===== src/rtl/ibex_dummy_instr_insert.sv =====
// ibex_dummy_instr_insert
//   IF-to-ID pipeline register that merges dummy instructions from the dummy
//   instruction generator into the real fetch stream. Each instruction handed
//   to ID carries a dummy flag. Back-to-back dummies are bounded, and a
//   saturating counter tracks how many dummies were issued.
//
// Ports
//   clk_i, rst_ni            clock, asynchronous active-low reset
//   fetch_*_i / fetch_ready_o  prefetch buffer handshake (ready is combinational)
//   insert_dummy_instr_i     generator insertion request
//   dummy_instr_data_i       generator dummy instruction word
//   dummy_taken_o            dummy issued this cycle (combinational)
//   id_in_ready_i            ID accepts a new instruction
//   flush_i                  pipeline flush, kills the register contents
//   instr_*_id_o, instr_fetch_err_o, instr_is_dummy_o  registered ID outputs
//   cnt_clr_i / dummy_cnt_o  dummy counter clear / saturating count
module ibex_dummy_instr_insert #(
  parameter int unsigned MaxConsecDummy = 2,
  parameter int unsigned CntW           = 16
) (
  input  logic            clk_i,
  input  logic            rst_ni,
  input  logic            fetch_valid_i,
  input  logic [31:0]     fetch_rdata_i,
  input  logic [31:0]     fetch_addr_i,
  input  logic            fetch_err_i,
  output logic            fetch_ready_o,
  input  logic            insert_dummy_instr_i,
  input  logic [31:0]     dummy_instr_data_i,
  output logic            dummy_taken_o,
  input  logic            id_in_ready_i,
  input  logic            flush_i,
  output logic            instr_valid_id_o,
  output logic [31:0]     instr_rdata_id_o,
  output logic [31:0]     instr_pc_id_o,
  output logic            instr_fetch_err_o,
  output logic            instr_is_dummy_o,
  input  logic            cnt_clr_i,
  output logic [CntW-1:0] dummy_cnt_o
);

  localparam int unsigned ConsecW = $clog2(MaxConsecDummy + 1);

  logic [ConsecW-1:0] consec_q;
  logic               valid_q;
  logic [31:0]        rdata_q;
  logic [31:0]        pc_q;
  logic               err_q;
  logic               dummy_q;
  logic [CntW-1:0]    cnt_q;

  logic block;
  logic insert_eff;
  logic real_load;

  // Insertion is masked once the back-to-back limit is reached, and on flush.
  assign block         = (consec_q == ConsecW'(MaxConsecDummy));
  assign insert_eff    = insert_dummy_instr_i & ~block & ~flush_i;
  assign dummy_taken_o = insert_eff & id_in_ready_i;
  assign fetch_ready_o = id_in_ready_i & ~insert_eff & ~flush_i;
  assign real_load     = fetch_ready_o & fetch_valid_i;

  // ID pipeline register and consecutive-dummy tracker.
  always_ff @(posedge clk_i or negedge rst_ni) begin
    if (!rst_ni) begin
      valid_q  <= 1'b0;
      rdata_q  <= 32'h0;
      pc_q     <= 32'h0;
      err_q    <= 1'b0;
      dummy_q  <= 1'b0;
      consec_q <= '0;
    end else if (flush_i) begin
      valid_q  <= 1'b0;
      consec_q <= '0;
    end else if (dummy_taken_o) begin
      // The real instruction stays in the prefetch buffer; the dummy borrows its PC.
      valid_q  <= 1'b1;
      rdata_q  <= dummy_instr_data_i;
      pc_q     <= fetch_addr_i;
      err_q    <= 1'b0;
      dummy_q  <= 1'b1;
      consec_q <= consec_q + ConsecW'(1);
    end else if (real_load) begin
      valid_q  <= 1'b1;
      rdata_q  <= fetch_rdata_i;
      pc_q     <= fetch_addr_i;
      err_q    <= fetch_err_i;
      dummy_q  <= 1'b0;
      consec_q <= '0;
    end else if (id_in_ready_i) begin
      valid_q  <= 1'b0;
    end
  end

  // Saturating issued-dummy counter; clear wins over increment.
  always_ff @(posedge clk_i or negedge rst_ni) begin
    if (!rst_ni) begin
      cnt_q <= '0;
    end else if (cnt_clr_i) begin
      cnt_q <= '0;
    end else if (dummy_taken_o && !(&cnt_q)) begin
      cnt_q <= cnt_q + CntW'(1);
    end
  end

  assign instr_valid_id_o  = valid_q;
  assign instr_rdata_id_o  = rdata_q;
  assign instr_pc_id_o     = pc_q;
  assign instr_fetch_err_o = err_q;
  assign instr_is_dummy_o  = dummy_q;
  assign dummy_cnt_o       = cnt_q;

endmodule

===== config.mk =====
export PLATFORM = sky130hd
export DESIGN_NAME = ibex_dummy_instr_insert
export DESIGN_NICKNAME = d
export VERILOG_FILES = /design/src/rtl/ibex_dummy_instr_insert.sv
export SDC_FILE = /design/constraint.sdc
export NUM_CORES = 1
export LEC_CHECK = 0
export ABC_AREA = 1
export BUFFER_PORTS_ARGS = -buffer_cell sky130_fd_sc_hd__buf_2
export CAP_MARGIN = 20
export CORE_ASPECT_RATIO = 0.6
export CORE_MARGIN = 5
export CORE_UTILIZATION = 30
export CTS_CLUSTER_DIAMETER = 60
export CTS_CLUSTER_SIZE = 25
export DETAILED_ROUTE_END_ITERATION = 8
export GPL_ROUTABILITY_DRIVEN = 0
export HOLD_SLACK_MARGIN = 0.15
export PLACE_DENSITY = 0.64
export SLEW_MARGIN = 20
export SYNTH_ARGS = -nofsm -noshare
export SYNTH_HDL_FRONTEND = slang
export SYNTH_SLANG_ARGS = --single-unit

===== constraint.sdc =====
create_clock -name clk_i -period 1.5 [get_ports clk_i]
set_input_delay 0.225 -clock clk_i [delete_from_list [all_inputs] [get_ports clk_i]]
set_output_delay 0.225 -clock clk_i [all_outputs]
set_load 0.01 [all_outputs]

==> results by group, run 1 <==
Routing
  • Router iterations before antenna repair: 4
  • Final wirelength: ~15 mm
  • Routed Antenna Nets: 0
  • Count of routing violations after the opening detailed-route iteration: between 200 and 250
  • DR vias: approximately 4,500
  • # DRC: 0
  • Vias per cell: between 4 and 5
  • WL per Instance: between 15 and 20 um

Clock network
  • Clk slew on worst S/H paths: roughly 70 ps
  • Clock Path Buffers: 2
  • Clk root buf: clkbuf_16
  • Clock sinks: between 80 and 90
  • Htree depth: 3
  • Insertion delay to the later sink of the worst-skew pair: approximately 340 ps
  • Total CTS buffers: 9
  • CTS tree: built

Finish
  • Area Overhead vs Synth: 76.32%
  • Layout filler cell count: roughly 1,200
  • Share of layout cells above drive strength 1: between 40 and 50%
  • Antenna diodes: 0
  • Final #Nets: approximately 900

Yosys
  • Post-Synth XOR/XNOR Area: less than 1%
  • Post-synthesis simple-gate area fraction: a little under a third
  • Compound-Gate Fraction of Synth Area: under 10%
  • Sequential fraction of the synthesis area: a little over half
  • Largest family of logic cells by synthesized area: simple AND/OR/NAND/NOR gates
  • Synthesized net count: 614
  • Top cell type by total area after synthesis: dfrtp_1
  • Synth Flop Type: dfrtp_1
  • Mux contribution to synthesized area: 0%
  • Synth Area in Adders: less than 1%
  • Top cells by instance count after synthesis: nand2_1, dfrtp_1, nor2_1, o21ai_0, nand3_1
  • Yosys top cell area share: approximately 54%
  • Netlist cell types: 23
  • Count leader, synth: nand2_1
  • Synth Register Bits: 85
  • Post-Synthesis Cells: 508
  • Syn Std Cell Area: slightly below 0.004 mm2
  • Number of synthesized flops with an enable pin: 0
  • Synth Warn #: 0
  • Asr flop ratio synth: 100.0%
  • Mapped Avg Cell Area: roughly 8 um2
  • Area contributors post-synth: dfrtp_1, nand2_1, o21ai_0

STA
  • Achievable Freq: approximately 0.63 GHz
  • Max-slew headroom: about three quarters
  • Period minus WS final: 1594 ps
  • Fin. max-slew vios: 0
  • Fin crit share: 106.3%
  • Worst-margin pin slew: 404.4 ps
  • RSZ-0062 raised after global routing: true
  • Final hold violation count: 0
  • Setup WS post-layout: -94.15 ps
  • Worst Skew: around 9 ps
  • Final setup violation count: between 50 and 60

Placed design
  • Setup WS pre-CTS: -149.2 ps
  • Hpwl dp: roughly 9.7 mm
  • Input/output buffers: between 150 and 200

Die
  • Core ar.: about 0.013 mm2
  • Die ar.: about 0.016 mm2
  • Top Ports: between 150 and 200
  • Row count: 32
  • Initial Util: 30.74%
  • Die Y: around 99 um
  • Die Wd: between 150 and 200 um

Setup path
  • Crit path top cell by count: buf_6
  • Slowest cell delay on critical path: 340 ps
  • Crit-path cells: inv_1 > ha_2 > nor2_4 > nand2_2 > inv_2 > buf_6 > buf_6
  • Critical path fanouts, max: 3
  • Kind of critical path: flop to output pin
  • Critical Path RT: ~1300 ps
  • Worst setup EP type: output pin
  • Worst setup SP type: flop
  • Critical Path AT: approximately 1400 ps
  • Slowest CP cell: dfrtp_1

Global route
  • GRT Util Overall: approximately 18%
  • Pin count of the biggest net entering global routing: 31
  • Final global-route overflow total: 0
  • Initial antenna violation count: 0
  • Number of global-route vias before repair: roughly 4,300
  • Global-route wire length before repair: 22.25 mm

Run status
  • Outcome: finished with violations
  • Failing checks: setup timing

Flow run
  • MaxCap Viol Count: 0

Power
  • Pwr Density: just under 1000 mW/mm2
  • Max rail drop VDD: ~0.5 mV
  • Total chip power: between 0.006 and 0.007 W
  • Leakage power: around 3.7 nW

Hold path
  • Hold Path Class: input port to flop
[per-stage QoR]
step                hold slack, ps  std cells  TNS [ps]  cell area, um2  util (%)
finish                       151.1        973     -1477            6987     54.19
global route                 160.9        973     -7753            6987     54.19
CTS                          151.0        962    -712.8            6546     50.78
detailed placement           183.2        891     -2486            5487     42.56
global placement             183.9        891     -1237            5487     42.56
floorplan                   -70.59        508    -90.43            3969         -
[kinds of logic (layout without fill, tap and decap cells)]
family                   after synthesis  count (layout)
AND/OR/NAND/NOR                      299             300
XOR/XNOR                               2               2
adder cells (fa/ha/maj)                2               2
AO/OA/AOI/OAI                         71              71
buffers and inverters                 49             343
flip-flops                            85              85
[final cells by class]
class / count / area, um2 / area share, %
clock buffer: 9 / 225.2 / 3.223
inverter: 25 / 120.1 / 1.719
clock inverter: 7 / 78.83 / 1.128
multi-input combinational: 375 / 1931 / 27.63
sequential: 85 / 2128 / 30.46
timing repair inverter: 1 / 11.26 / 0.1612
timing repair buffer: 301 / 2280 / 32.63
tap: 170 / 212.7 / 3.044
[worst max-delay path: cells and delay by family (launching register included)]
kind / cells / cell delay, ps
flip-flops: 1 / 340
buffers and inverters: 4 / 330
adder cells (fa/ha/maj): 1 / 190
AND/OR/NAND/NOR: 2 / 180
[path summary, 6_finish.rpt]
check	start	end	slack, ps	cells past startpoint
hold reg to reg	instr_pc_id_o[26]	instr_pc_id_o[26]	470	2
hold / removal	dummy_instr_data_i[1]	instr_rdata_id_o[1]	150	3
min in group asynchronous	rst_ni	dummy_cnt_o[14]	360	2
max in group asynchronous	rst_ni	instr_rdata_id_o[18]	640	3
setup reg to reg	consec_q[0]	instr_rdata_id_o[31]	-70	10
setup / recovery	consec_q[0]	dummy_taken_o	-90	7
[placed cells by master (no fill, tap or decap)]
master,synthesis,final
buf_16,0,3
buf_6,1,10
nand2_4,1,13
clkinv_16,0,1
nand2_2,1,29
dlygate4sd3_1,0,44
bufinv_16,0,1
xor2_1,2,2
buf_8,0,3
inv_6,0,5
dfrtp_1,85,84
clkbuf_16,0,15
ha_2,0,2
o21ai_0,49,13
buf_12,0,12
buf_2,13,186
o21ai_2,0,20
nand3_1,33,32
o21ai_1,20,36
nor2_4,2,3
inv_2,1,1
nor2_2,0,4
inv_1,24,23
nand2_1,199,158
nor3_2,1,1
nand2_8,0,2
clkinv_2,0,1
o21ai_4,1,1
a21oi_1,1,1
nand4_1,6,6
nor3_4,0,1
buf_4,1,37
dfrtp_2,0,1
nor2_1,55,50
inv_8,0,1
nand3_2,0,1
[metal layers]
metal | GRT usage [%] | vias up | part of all wire [%]
li1 | - | 2203 | -
met1 | 25.03 | 2076 | 46
met2 | 27.58 | 191 | 43
met3 | 5.046 | 12 | 9.2
met4 | 4.194 | 0 | 1.1
met5 | 0 | - | 0
[sequential cells by signal (all words and copies together) (netlist names)]
register           count
consec_q               2
dummy_cnt_o           16
instr_fetch_err_o      1
instr_is_dummy_o       1
instr_pc_id_o         32
instr_rdata_id_o      32
instr_valid_id_o       1
[what timing repair did]
action | 4_1_cts | 5_1_grt
gates cloned | 4 | 9
hold buffers | 43 | 1
setup endpoints to repair | 80 | 86
setup buffers | 9 | 3
endpoints found under the hold margin | 69 | 1
pin swaps | 7 | 8
resized for setup | 68 | 85
[where the power goes]
part / switching, W / total (W) / internal [W]
Clock: 0.000973 / 0.00229 / 0.00132
Combinational: 0.000896 / 0.00174 / 0.000842
Sequential: 0.000210 / 0.00283 / 0.00262
Total: 0.00208 / 0.00686 / 0.00478
Note: power is estimated with default switching activity, not from simulation.
==> run 2: changes to the inputs <==
--- a/config.mk
+++ b/config.mk
@@ -10,13 +10,13 @@
 export CAP_MARGIN = 20
 export CORE_ASPECT_RATIO = 0.6
 export CORE_MARGIN = 5
-export CORE_UTILIZATION = 30
+export CORE_UTILIZATION = 40
 export CTS_CLUSTER_DIAMETER = 60
 export CTS_CLUSTER_SIZE = 25
 export DETAILED_ROUTE_END_ITERATION = 8
 export GPL_ROUTABILITY_DRIVEN = 0
 export HOLD_SLACK_MARGIN = 0.15
-export PLACE_DENSITY = 0.64
+export PLACE_DENSITY = 0.79
 export SLEW_MARGIN = 20
 export SYNTH_ARGS = -nofsm -noshare
 export SYNTH_HDL_FRONTEND = slang
==> run 2 against run 1 <==
- critical path type unchanged
- critical endpoint unchanged
- critical path depth unchanged
- wire length is 3.9% lower
- highest routed layer unchanged
- the flow still finishes with violations (setup timing)
- utilization up 15 points
==> results by group, run 2 (synthesized netlist as in run 1, its figures left out) <==
Clock network
  • Total CTS buffers: 9
  • Clk slew on worst S/H paths: roughly 60 ps
  • Insertion delay to the later sink of the worst-skew pair: 330 ps
  • CTS tree: built
  • Clock sinks: 85
  • Clock Path Buffers: 2
  • Htree depth: 3
  • Clk root buf: clkbuf_16

Global route
  • Met3 Use GR: between 7 and 8%
  • GRT Util Overall: 21.19%
  • Number of global-route vias before repair: 4,130
  • Met2 Track Usage GR: around 34%
  • Initial antenna violation count: 0
  • Pin count of the biggest net entering global routing: 86
  • Final global-route overflow total: 0
  • GR Layer Usage met1: between 20% and 30%
  • Global-route wire length before repair: 20.76 mm
  • GR peak layer: met2

Placed design
  • Setup WS pre-CTS: -139.9 ps
  • Post-DP Area: ~0.0053 mm2
  • Hpwl dp: around 9.0 mm
  • Input/output buffers: 188

Routing
  • Routed Antenna Nets: 0
  • Router iterations before antenna repair: 5
  • # DRC: 0
  • Vias per cell: around 5
  • Final wirelength: 14.77 mm
  • DR vias: approximately 4,600
  • Count of routing violations after the opening detailed-route iteration: a little over 400
  • WL per Instance: around 16 um

Hold path
  • Hold Path Class: input port to flop

Die
  • Top Ports: ~190
  • Core ar.: roughly 0.01 mm2
  • Row count: 28
  • Die Y: about 87 um
  • Die ar.: between 0.01 and 0.015 mm2
  • Die Wd: between 100 and 150 um
  • Initial Util: about two fifths

Finish
  • Area Overhead vs Synth: 71.20%
  • Most common library cell in the layout ignoring fill and taps: buf_2
  • Commonest cells after routing, fill and taps aside: buf_2, nand2_1, dfrtp_1
  • Share of layout cells above drive strength 1: between 40 and 50%
  • Final #Nets: 892
  • Design Area, Final: between 0.006 and 0.007 mm2
  • Layout filler cell count: between 700 and 800
  • Post-layout util: between 60% and 70%
  • Antenna diodes: 0

Power
  • Total chip power: between 0.006 and 0.007 W
  • Clock share of power: between 30% and 40%
  • Comb pwr share: 26.0%
  • Max rail drop VDD: 0.5545 mV
  • Pwr Density: 955.1 mW/mm2
  • Leakage power: approximately 3.7 nW
  • P_sw: ~0.0019 W
  • Switching share of power: roughly 29%
  • P_int: approximately 0.0046 W
  • Seq pwr share: a little over two fifths

Setup path
  • Worst setup EP type: output pin
  • Critical Path AT: roughly 1400 ps
  • Worst setup SP type: flop
  • Kind of critical path: flop to output pin
  • Critical Path RT: between 1000 and 1500 ps
  • Critical path fanouts, max: 2

STA
  • Worst-margin pin slew: ~480 ps
  • Fin. max-slew vios: 0
  • Fin Setup TNS: -6781 ps
  • Achievable Freq: around 0.62 GHz
  • RSZ-0062 raised after global routing: true
  • Fin crit share: 108.3%
  • Max-slew headroom: about two thirds
  • Worst Skew: roughly 6.8 ps
  • Final setup violation count: 85
  • Setup WS post-layout: -124.4 ps
  • Final hold violation count: 0
  • Period minus WS final: between 1500 and 2000 ps

Run status
  • Outcome: finished with violations
  • Failing checks: setup timing

Flow run
  • MaxCap Viol Count: 0
run 2: path summary, 6_finish.rpt:
kind	cells past startpoint	slack [ps]	end	from
max in group asynchronous	3	640	dummy_cnt_o[5]	rst_ni
setup / recovery	7	-120	dummy_taken_o	consec_q[0]
setup reg to reg	10	-120	instr_pc_id_o[29]	consec_q[0]
hold reg to reg	2	470	instr_pc_id_o[26]	instr_pc_id_o[26]
hold / removal	3	170	instr_rdata_id_o[28]	dummy_instr_data_i[28]
min in group asynchronous	3	450	dummy_cnt_o[3]	rst_ni
run 2: power groups by stage:
stage          clock network (W)  registers [W]  logic (W)
6_report                 0.00198        0.00282    0.00169
3_5_place_dp                   0        0.00283    0.00126
2_1_floorplan                  0        0.00299   0.000392
3_3_place_gp                   0        0.00281    0.00123
5_1_grt                  0.00215        0.00286    0.00183
4_1_cts                  0.00205        0.00279    0.00142
run 2: layout make-up:
cell class                      count  area (um2)  share of cell area [%]
Sequential cell                    85        2128                   31.37
Inverter                           25       122.6                   1.807
Timing Repair Buffer              289        2173                   32.04
Timing Repair inverter              1       11.26                  0.1660
Clock inverter                      5       27.53                  0.4058
Multi-Input combinational cell    375        1913                   28.20
Tap cell                          135       168.9                   2.490
Clock buffer                       10       239.0                   3.523
run 2: per-stage QoR:
step           hold slack, ps  std cells
2_1_floorplan          -70.59        508
3_3_place_gp            290.3        847
3_5_place_dp            298.8        847
4_1_cts                 156.3        906
5_1_grt                 163.3        925
6_report                166.9        925
run 2: per-layer routing:
metal  wire length [um]  share of wire [%]
met5                  0                  0
met4                248                1.7
met2               6975                 47
met3               1272                8.6
met1               6273                 42
run 2: what timing repair did:
item,CTS,global route
resized for setup,61,96
buffers inserted,6,5
gates cloned,3,14
pin swaps,3,19
hold buffers,35,0
endpoints found under the setup margin,84,86
endpoints found under the hold margin,119,0
run 2: worst max-delay path, stage by stage (launching register included):
cell and delay (ps):
dfrtp_1 380, inv_1 80, ha_2 210, nor2_4 40
nand2_2 90, inv_4 40, buf_8 120, buf_6 110
